$ cat config.mk
export PLATFORM = sky130hd
export DESIGN_NAME = pipeline_mem_arbiter_flat
export DESIGN_NICKNAME = d
export VERILOG_FILES = /design/src/rtl/pipeline_mem_arbiter_if.sv /design/src/rtl/pipeline_mem_arbiter.sv /design/src/flat_wrapper.sv
export SDC_FILE = /design/constraint.sdc
export NUM_CORES = 1
export LEC_CHECK = 0
export CORE_AREA = 2 2 106 108
export DETAILED_ROUTE_END_ITERATION = 6
export DIE_AREA = 0 0 108 110
export MAX_ROUTING_LAYER = met4
export PLACE_DENSITY_LB_ADDON = 0.15
export SYNTH_ARGS = -nofsm -noshare
export SYNTH_HDL_FRONTEND = slang
export SYNTH_SLANG_ARGS = --single-unit
$ cat constraint.sdc
create_clock -name clk -period 1.9 [get_ports clk]
set_input_delay 0.285 -clock clk [delete_from_list [all_inputs] [get_ports clk]]
set_output_delay 0.285 -clock clk [all_outputs]
set_load 0.02 [all_outputs]
$ cat src/rtl/pipeline_mem_arbiter_if.sv
`default_nettype none
// ============================================================================
// Module   : pipeline_mem_arbiter_if
// Purpose  : Bus bundle between the pipeline (IF and MEM stages), the memory
//            arbiter and the single-port memory wrapper.
// Signals  : if_*  fetch request/response
//            dm_*  load/store request/response
//            mem_* single-port memory strobe, address, data
// Modports : slave  - arbiter view (requests in, responses and mem_* out)
//            master - requester/memory view (the mirror of slave)
// Revision : 1.0  initial release
// ============================================================================
interface pipeline_mem_arbiter_if #(
   parameter int ADDR_W = 32,
   parameter int DATA_W = 32
);
   // Fetch side
   logic              if_req;
   logic [ADDR_W-1:0] if_addr;
   logic              if_flush;
   logic [DATA_W-1:0] if_rdata;
   logic              if_valid;
   // Load/store side
   logic              dm_req;
   logic              dm_we;
   logic [ADDR_W-1:0] dm_addr;
   logic [DATA_W-1:0] dm_wdata;
   logic [DATA_W-1:0] dm_rdata;
   logic              dm_valid;
   // Memory side
   logic              mem_en;
   logic              mem_we;
   logic [ADDR_W-1:0] mem_addr;
   logic [DATA_W-1:0] mem_wdata;
   logic [DATA_W-1:0] mem_rdata;

   modport slave (
      input  if_req, if_addr, if_flush,
      input  dm_req, dm_we, dm_addr, dm_wdata,
      input  mem_rdata,
      output if_rdata, if_valid,
      output dm_rdata, dm_valid,
      output mem_en, mem_we, mem_addr, mem_wdata
   );

   modport master (
      output if_req, if_addr, if_flush,
      output dm_req, dm_we, dm_addr, dm_wdata,
      output mem_rdata,
      input  if_rdata, if_valid,
      input  dm_rdata, dm_valid,
      input  mem_en, mem_we, mem_addr, mem_wdata
   );
endinterface
`default_nettype wire

$ cat src/rtl/pipeline_mem_arbiter.sv
`default_nettype none
// ============================================================================
// Module   : pipeline_mem_arbiter
// Purpose  : Shares one fixed-latency single-port memory between instruction
//            fetch and load/store. Loads/stores win over fetches; an in-flight
//            access always runs to completion. Drives the pipeline register
//            enables so no stage advances past an incomplete access.
// Ports    : clk                  rising-edge clock
//            rst_n                asynchronous active-low reset
//            bus (slave)          fetch, load/store and memory signals
//            PC_Write, if_id_Write, id_ex_Write, ex_mem_Write
//                                 pipeline register write enables
//            id_ex_cntrl_mux_sel  1 = inject a nop into ID/EX
// Params   : ADDR_W, DATA_W, MEM_LAT (issue edge to mem_rdata, 1..15)
// Revision : 1.0  initial release
// ============================================================================
module pipeline_mem_arbiter #(
   parameter int ADDR_W  = 32,
   parameter int DATA_W  = 32,
   parameter int MEM_LAT = 2
) (
   input  logic                  clk,
   input  logic                  rst_n,
   pipeline_mem_arbiter_if.slave bus,
   output logic                  PC_Write,
   output logic                  if_id_Write,
   output logic                  id_ex_Write,
   output logic                  ex_mem_Write,
   output logic                  id_ex_cntrl_mux_sel
);

   localparam int               CNT_W    = $clog2(MEM_LAT + 1);
   localparam logic [CNT_W-1:0] CNT_ZERO = '0;
   localparam logic [CNT_W-1:0] CNT_ONE  = CNT_W'(1);
   localparam logic [CNT_W-1:0] CNT_LAT  = CNT_W'(MEM_LAT);

   typedef enum logic [1:0] {
      IDLE    = 2'd0,
      IF_BUSY = 2'd1,
      DM_BUSY = 2'd2
   } state_e;

   state_e             state_q, state_d;
   logic [CNT_W-1:0]   cnt_q,   cnt_d;
   logic               kill_q,  kill_d;    // in-flight fetch was flushed
   logic               store_q, store_d;   // in-flight data access is a store

   logic               issue_en;
   logic               issue_we;
   logic [ADDR_W-1:0]  issue_addr;
   logic [DATA_W-1:0]  issue_wdata;
   logic               if_done;
   logic               dm_done;
   logic               fetch_busy;
   logic               fetch_hold;
   logic               data_hold;

   always_ff @(posedge clk or negedge rst_n) begin
      if (!rst_n) begin
         state_q <= IDLE;
         cnt_q   <= CNT_ZERO;
         kill_q  <= 1'b0;
         store_q <= 1'b0;
      end else begin
         state_q <= state_d;
         cnt_q   <= cnt_d;
         kill_q  <= kill_d;
         store_q <= store_d;
      end
   end

   always_comb begin
      state_d     = state_q;
      cnt_d       = cnt_q;
      kill_d      = kill_q;
      store_d     = store_q;
      issue_en    = 1'b0;
      issue_we    = 1'b0;
      issue_addr  = '0;
      issue_wdata = '0;
      if_done     = 1'b0;
      dm_done     = 1'b0;
      fetch_busy  = 1'b0;

      case (state_q)
         IDLE: begin
            if (bus.dm_req) begin
               issue_en    = 1'b1;
               issue_we    = bus.dm_we;
               issue_addr  = bus.dm_addr;
               issue_wdata = bus.dm_wdata;
               store_d     = bus.dm_we;
               cnt_d       = CNT_ONE;
               state_d     = DM_BUSY;
            end else if (bus.if_req) begin
               issue_en    = 1'b1;
               issue_addr  = bus.if_addr;
               // A flush coinciding with the issue already kills this fetch.
               kill_d      = bus.if_flush;
               cnt_d       = CNT_ONE;
               fetch_busy  = 1'b1;
               state_d     = IF_BUSY;
            end
         end
         IF_BUSY: begin
            if (cnt_q == CNT_LAT) begin
               if_done = 1'b1;
               kill_d  = 1'b0;
               cnt_d   = CNT_ZERO;
               state_d = IDLE;
            end else begin
               kill_d     = kill_q | bus.if_flush;
               cnt_d      = cnt_q + CNT_ONE;
               fetch_busy = 1'b1;
            end
         end
         DM_BUSY: begin
            // Stores retire one cycle after issue whatever the read latency.
            if (store_q ? (cnt_q == CNT_ONE) : (cnt_q == CNT_LAT)) begin
               dm_done = 1'b1;
               cnt_d   = CNT_ZERO;
               state_d = IDLE;
            end else begin
               cnt_d = cnt_q + CNT_ONE;
            end
         end
         default: begin
            state_d = IDLE;
            cnt_d   = CNT_ZERO;
            kill_d  = 1'b0;
         end
      endcase
   end

   // A pending load/store freezes the whole pipeline, even while a fetch is
   // still draining, until the data access itself completes. Reset releases
   // every hold regardless of the request levels.
   assign fetch_hold = rst_n & fetch_busy;
   assign data_hold  = rst_n & bus.dm_req & ~dm_done;

   always_comb begin
      PC_Write            = 1'b1;
      if_id_Write         = 1'b1;
      id_ex_Write         = 1'b1;
      ex_mem_Write        = 1'b1;
      id_ex_cntrl_mux_sel = 1'b0;
      if (data_hold) begin
         PC_Write     = 1'b0;
         if_id_Write  = 1'b0;
         id_ex_Write  = 1'b0;
         ex_mem_Write = 1'b0;
      end else if (fetch_hold) begin
         PC_Write            = 1'b0;
         if_id_Write         = 1'b0;
         id_ex_cntrl_mux_sel = 1'b1;
      end
   end

   // Issue is combinational from requests in IDLE, so it must be masked while
   // reset is asserted to keep the memory quiet.
   assign bus.mem_en    = rst_n & issue_en;
   assign bus.mem_we    = rst_n & issue_we;
   assign bus.mem_addr  = issue_addr;
   assign bus.mem_wdata = issue_wdata;

   assign bus.if_valid  = rst_n & if_done & ~kill_q & ~bus.if_flush;
   assign bus.dm_valid  = rst_n & dm_done;
   assign bus.if_rdata  = bus.mem_rdata;
   assign bus.dm_rdata  = bus.mem_rdata;

endmodule
`default_nettype wire

$ cat src/flat_wrapper.sv
// flat-port wrapper written by rule: the top's interface ports become plain ports
module pipeline_mem_arbiter_flat 
#(
   parameter int ADDR_W  = 32,
   parameter int DATA_W  = 32,
   parameter int MEM_LAT = 2
)
  (clk, rst_n, PC_Write, if_id_Write, id_ex_Write, ex_mem_Write, id_ex_cntrl_mux_sel, bus_if_req, bus_if_addr, bus_if_flush, bus_dm_req, bus_dm_we, bus_dm_addr, bus_dm_wdata, bus_mem_rdata, bus_if_rdata, bus_if_valid, bus_dm_rdata, bus_dm_valid, bus_mem_en, bus_mem_we, bus_mem_addr, bus_mem_wdata);
  pipeline_mem_arbiter_if #(.ADDR_W(ADDR_W), .DATA_W(DATA_W)) bus_i ();
  input  logic clk;
  input  logic rst_n;
  output logic PC_Write;
  output logic if_id_Write;
  output logic id_ex_Write;
  output logic ex_mem_Write;
  output logic id_ex_cntrl_mux_sel;
  input wire logic [$bits(bus_i.if_req)-1:0] bus_if_req;
  input wire logic [$bits(bus_i.if_addr)-1:0] bus_if_addr;
  input wire logic [$bits(bus_i.if_flush)-1:0] bus_if_flush;
  input wire logic [$bits(bus_i.dm_req)-1:0] bus_dm_req;
  input wire logic [$bits(bus_i.dm_we)-1:0] bus_dm_we;
  input wire logic [$bits(bus_i.dm_addr)-1:0] bus_dm_addr;
  input wire logic [$bits(bus_i.dm_wdata)-1:0] bus_dm_wdata;
  input wire logic [$bits(bus_i.mem_rdata)-1:0] bus_mem_rdata;
  output wire logic [$bits(bus_i.if_rdata)-1:0] bus_if_rdata;
  output wire logic [$bits(bus_i.if_valid)-1:0] bus_if_valid;
  output wire logic [$bits(bus_i.dm_rdata)-1:0] bus_dm_rdata;
  output wire logic [$bits(bus_i.dm_valid)-1:0] bus_dm_valid;
  output wire logic [$bits(bus_i.mem_en)-1:0] bus_mem_en;
  output wire logic [$bits(bus_i.mem_we)-1:0] bus_mem_we;
  output wire logic [$bits(bus_i.mem_addr)-1:0] bus_mem_addr;
  output wire logic [$bits(bus_i.mem_wdata)-1:0] bus_mem_wdata;
  assign bus_i.if_req = bus_if_req;
  assign bus_i.if_addr = bus_if_addr;
  assign bus_i.if_flush = bus_if_flush;
  assign bus_i.dm_req = bus_dm_req;
  assign bus_i.dm_we = bus_dm_we;
  assign bus_i.dm_addr = bus_dm_addr;
  assign bus_i.dm_wdata = bus_dm_wdata;
  assign bus_i.mem_rdata = bus_mem_rdata;
  assign bus_if_rdata = bus_i.if_rdata;
  assign bus_if_valid = bus_i.if_valid;
  assign bus_dm_rdata = bus_i.dm_rdata;
  assign bus_dm_valid = bus_i.dm_valid;
  assign bus_mem_en = bus_i.mem_en;
  assign bus_mem_we = bus_i.mem_we;
  assign bus_mem_addr = bus_i.mem_addr;
  assign bus_mem_wdata = bus_i.mem_wdata;
  pipeline_mem_arbiter #(.ADDR_W(ADDR_W), .DATA_W(DATA_W), .MEM_LAT(MEM_LAT)) u_core (.clk(clk), .rst_n(rst_n), .bus(bus_i), .PC_Write(PC_Write), .if_id_Write(if_id_Write), .id_ex_Write(id_ex_Write), .ex_mem_Write(ex_mem_Write), .id_ex_cntrl_mux_sel(id_ex_cntrl_mux_sel));
endmodule
==> impl_metrics.tcl <==
set metrics [dict create \
    die_area_um2 11900 \
    final.setup_skew_ns 0.000546 \
    timing.final.hold_violations 0 \
    detail_route.wl_per_cell_um 15.3 \
    leakagePower_nw 1.60 \
    dp_hpwl_um 5170 \
    synthesis.instances 191 \
    tritoncts.num_buffers 3 \
    antenna_cells 0 \
    multi_input_area_um2 835 \
    clock_tree_from_tritoncts "done" \
    cellPowerDensity_nw_per_um2 1050 \
    critical_path.endpoint_type "output pin" \
    antenna_found_initial 0 \
    crit_path_frequent_cell "sky130_fd_sc_hd__buf_4" \
    layout.cells.most_common "sky130_fd_sc_hd__clkdlybuf4s50_1" \
    via_count 1874 \
    via_per_inst 3.92 \
    failing_checks "setup timing" \
    final.hold.worst_slack_ns 0.399 \
    timing.reg2reg.setup_slack_ns 0.26 \
    grt_setup_unrepaired "true" \
    setup-violations-final 11 \
    arrival_ns 1.66 \
    grt_remaining_overflow 0 \
    max_cap_viol_count 0 \
    grt_use_total 0.106 \
    achievable-frequency_ghz 0.513 \
    synth_area_leaders "sky130_fd_sc_hd__buf_4 (32%), sky130_fd_sc_hd__a22o_1 (18%), sky130_fd_sc_hd__and2_1 (13%)" \
    grt_max_degree 30 \
    mostFrequentLayoutCells "sky130_fd_sc_hd__clkdlybuf4s50_1 (99), sky130_fd_sc_hd__buf_6 (63), sky130_fd_sc_hd__buf_4 (33), sky130_fd_sc_hd__a22o_1 (32), sky130_fd_sc_hd__and2_4 (21)" \
    post_synth_xor_area_fraction 0 \
    drt-initial-drc-count 38 \
    synth_top_family_by_area "buffers and inverters" \
    synth_seq_cells 6 \
    placementRows 38 \
    switchingPower_mw 1.51 \
    synth-adder-area-share 0.0242 \
    areaGrowthSynthToFinish_pct 128 \
    floorplan.die.height_um 110 \
    worst_pin_slew_ns 0.246 \
    wl_met1_um 2670 \
    clock_tree_root_driver_cell "sky130_fd_sc_hd__clkbuf_8" \
    clock_sink_count 6 \
    portion_of_netlist_area_occupied_by_mux_cells 0.0169 \
    timing.critical_path.cells "inv_2, ha_2, mux2_4, a21boi_2, buf_4, o21ai_2, buf_4, buf_6" \
    buffer_ports.inserted 174 \
    synth_top_area_share 0.324 \
    synth.yosys.seq_area_share 0.0966 \
    chipWidth_um 108 \
    synth.largest_area_cell "sky130_fd_sc_hd__buf_4" \
    cp.depth 8 \
    timing.hold.worst.class "input pin to asynchronous set/reset pin" \
    postSynthAreaPerCell_um2 8.14 \
    syn_area_um2 1550 \
    final_layout_size_suffix_gt1_frac 0.476 \
    finalMaxSlewViolations 0 \
    totalWireLength_um 7290 \
    maximum_number_of_buffers_from_clock_root_to_sink 2 \
    route.met2.wl_um 3680 \
    initial_utilization 0.145 \
    holdBufCountCts 0 \
    worst_r2r_path_depth 7 \
    slew_margin_rel 0.836 \
    final_min_period_over_clock_period 1.03 \
    first_pass_grt_wire_length_um 9670 \
    layout_min_cycle_time_ns 1.95 \
    fillers 1154 \
    swShare 0.404 \
    remaining_drc_errors 0 \
    regArea_um2 153 \
    number_of_global_route_vias_before_repair 1893 \
    route.met3.wl_um 841 \
    setup_slack_ns -0.0495 \
    seq_power_share 0.072 \
    timing.setup.critical_path_class "flip-flop to output pin" \
    cts-htree-levels 1 \
    core_um2 10700 \
    io_pins 271 \
    area_fraction_in_and_or_nand_and_nor_cells_after_synthesis 0.221 \
    critical_path.reg2reg.startpoint "u_core.state_q[1]" \
    endpoint "if_id_Write" \
    ir_worst_vdd_uv 402 \
    nNetsFinal 477 \
    postRouteAntennaNets 0 \
    synth.net_count 328 \
    worstReg2RegEnd "u_core.store_q" \
    cpLargestDelayFamily "buffers and inverters" \
    critical-path-slowest-cell "sky130_fd_sc_hd__dfrtp_1" \
    worstPathBufferInverterCount 4 \
    run_status "complete, but fails checks" \
    critPathRequiredTime_ns 1.62 \
    crit_start "u_core.cnt_q[0]" \
    max_stage_delay_ns 0.37 \
    worst-path-max-fanout 3 \
    ys_types 31 \
    dp_worst_setup_slack_ns -0.608 \
    yosys_warnings 0 \
    worst_setup_hold_path_clk_slew_ns 0.04 \
    power_frac_clock 0.051 \
    finalPower_mw 3.73 \
    combinational_share_of_power 0.877 \
    synth_compound_gate_area_share 0.222 \
    final_estimated_routing_congestion_in_global_placement 0.730 \
    drt_pass1_iterations 4 \
    clock_insertion_delay_worst_skew_ns 0.22 \
    p_int_mw 2.22 \
    dr.max_layer_used "met4" \
    worstSetupStartpointType "flip-flop" \
]
## synth_stat cells, drive strengths merged
cell / count
buf: 80
nor2b: 3
a32oi: 1
inv: 5
nor4: 2
and3: 3
nor2: 2
a31oi: 1
a21boi: 1
o22ai: 1
and2: 33
o32ai: 1
mux2: 2
o21ai: 3
a21oi: 1
nand2b: 2
nor3: 2
a21o: 1
nor3b: 1
nand2: 3
nor4b: 1
or3b: 1
dfrtp: 6
a22o: 32
ha: 3
## power groups by stage
stage	clock [mW]	sequential, mW	combinational (mW)
2_1_floorplan	0	0.222	1.57
3_3_place_gp	0	0.269	2.59
3_5_place_dp	0	0.270	2.57
4_1_cts	0.196	0.274	2.65
5_1_grt	0.207	0.278	3.50
6_report	0.190	0.269	3.27
## what timing repair did
| action | CTS | global route |
|---|---|---|
| setup endpoints to repair | 73 | 50 |
| pin swaps | 5 | 41 |
| resized for setup | 300 | 141 |
| endpoints found under the hold margin | 0 | 0 |
| buffers inserted | 9 | 10 |
| gates cloned | 3 | 5 |
## layout make-up
type                       instances  share of cell area
tap                              140              0.0495
timing repair buffer             224               0.654
multi-input combinational        100               0.236
clock buffer                       3              0.0117
inverter                           5             0.00601
sequential                         6              0.0431
## state kept, by name, summed over array words and instances (netlist names)
| signal | flops |
|---|---|
| u_core.cnt_q | 2 |
| u_core.state_q | 2 |
| u_core.kill_q | 1 |
| u_core.store_q | 1 |
## worst min path at each step
stage                          start                end  slack, ns  depth (start not counted)
floorplan                      rst_n    u_core.cnt_q[0]      -0.01                          0
global placement    bus_mem_rdata[2]    bus_dm_rdata[2]       0.57                          0
detailed placement  bus_mem_rdata[2]    bus_dm_rdata[2]       0.57                          0
CTS                            rst_n  u_core.state_q[1]       0.40                          2
global route                   rst_n  u_core.state_q[1]       0.41                          2
finish                         rst_n  u_core.state_q[1]       0.40                          2
## stage by stage
step | setup TNS, ns | cells | util | cell area (µm²)
3_5_place_dp | -36.75 | 450 | 0.287 | 3070
6_report | -0.120 | 478 | 0.331 | 3540
4_1_cts | -0.737 | 465 | 0.292 | 3120
5_1_grt | -2.75 | 478 | 0.331 | 3540
3_3_place_gp | -35.45 | 450 | 0.287 | 3070
2_1_floorplan | 0 | 191 | - | 1550
## metal layers
| metal | vias to the layer above | track usage |
|---|---|---|
| li1 | 885 | - |
| met1 | 844 | 0.120 |
| met2 | 128 | 0.185 |
| met3 | 17 | 0.0370 |
| met4 | 0 | 0.0211 |
| met5 | - | - |
## logic make-up after synthesis
kind of cell	count (synthesis)
fa+ha+maj	3
buf+inv	85
simple gates	53
flops	6
mux	2
compound gates	42
No activity file was read; power rests on OpenSTA's default activity.
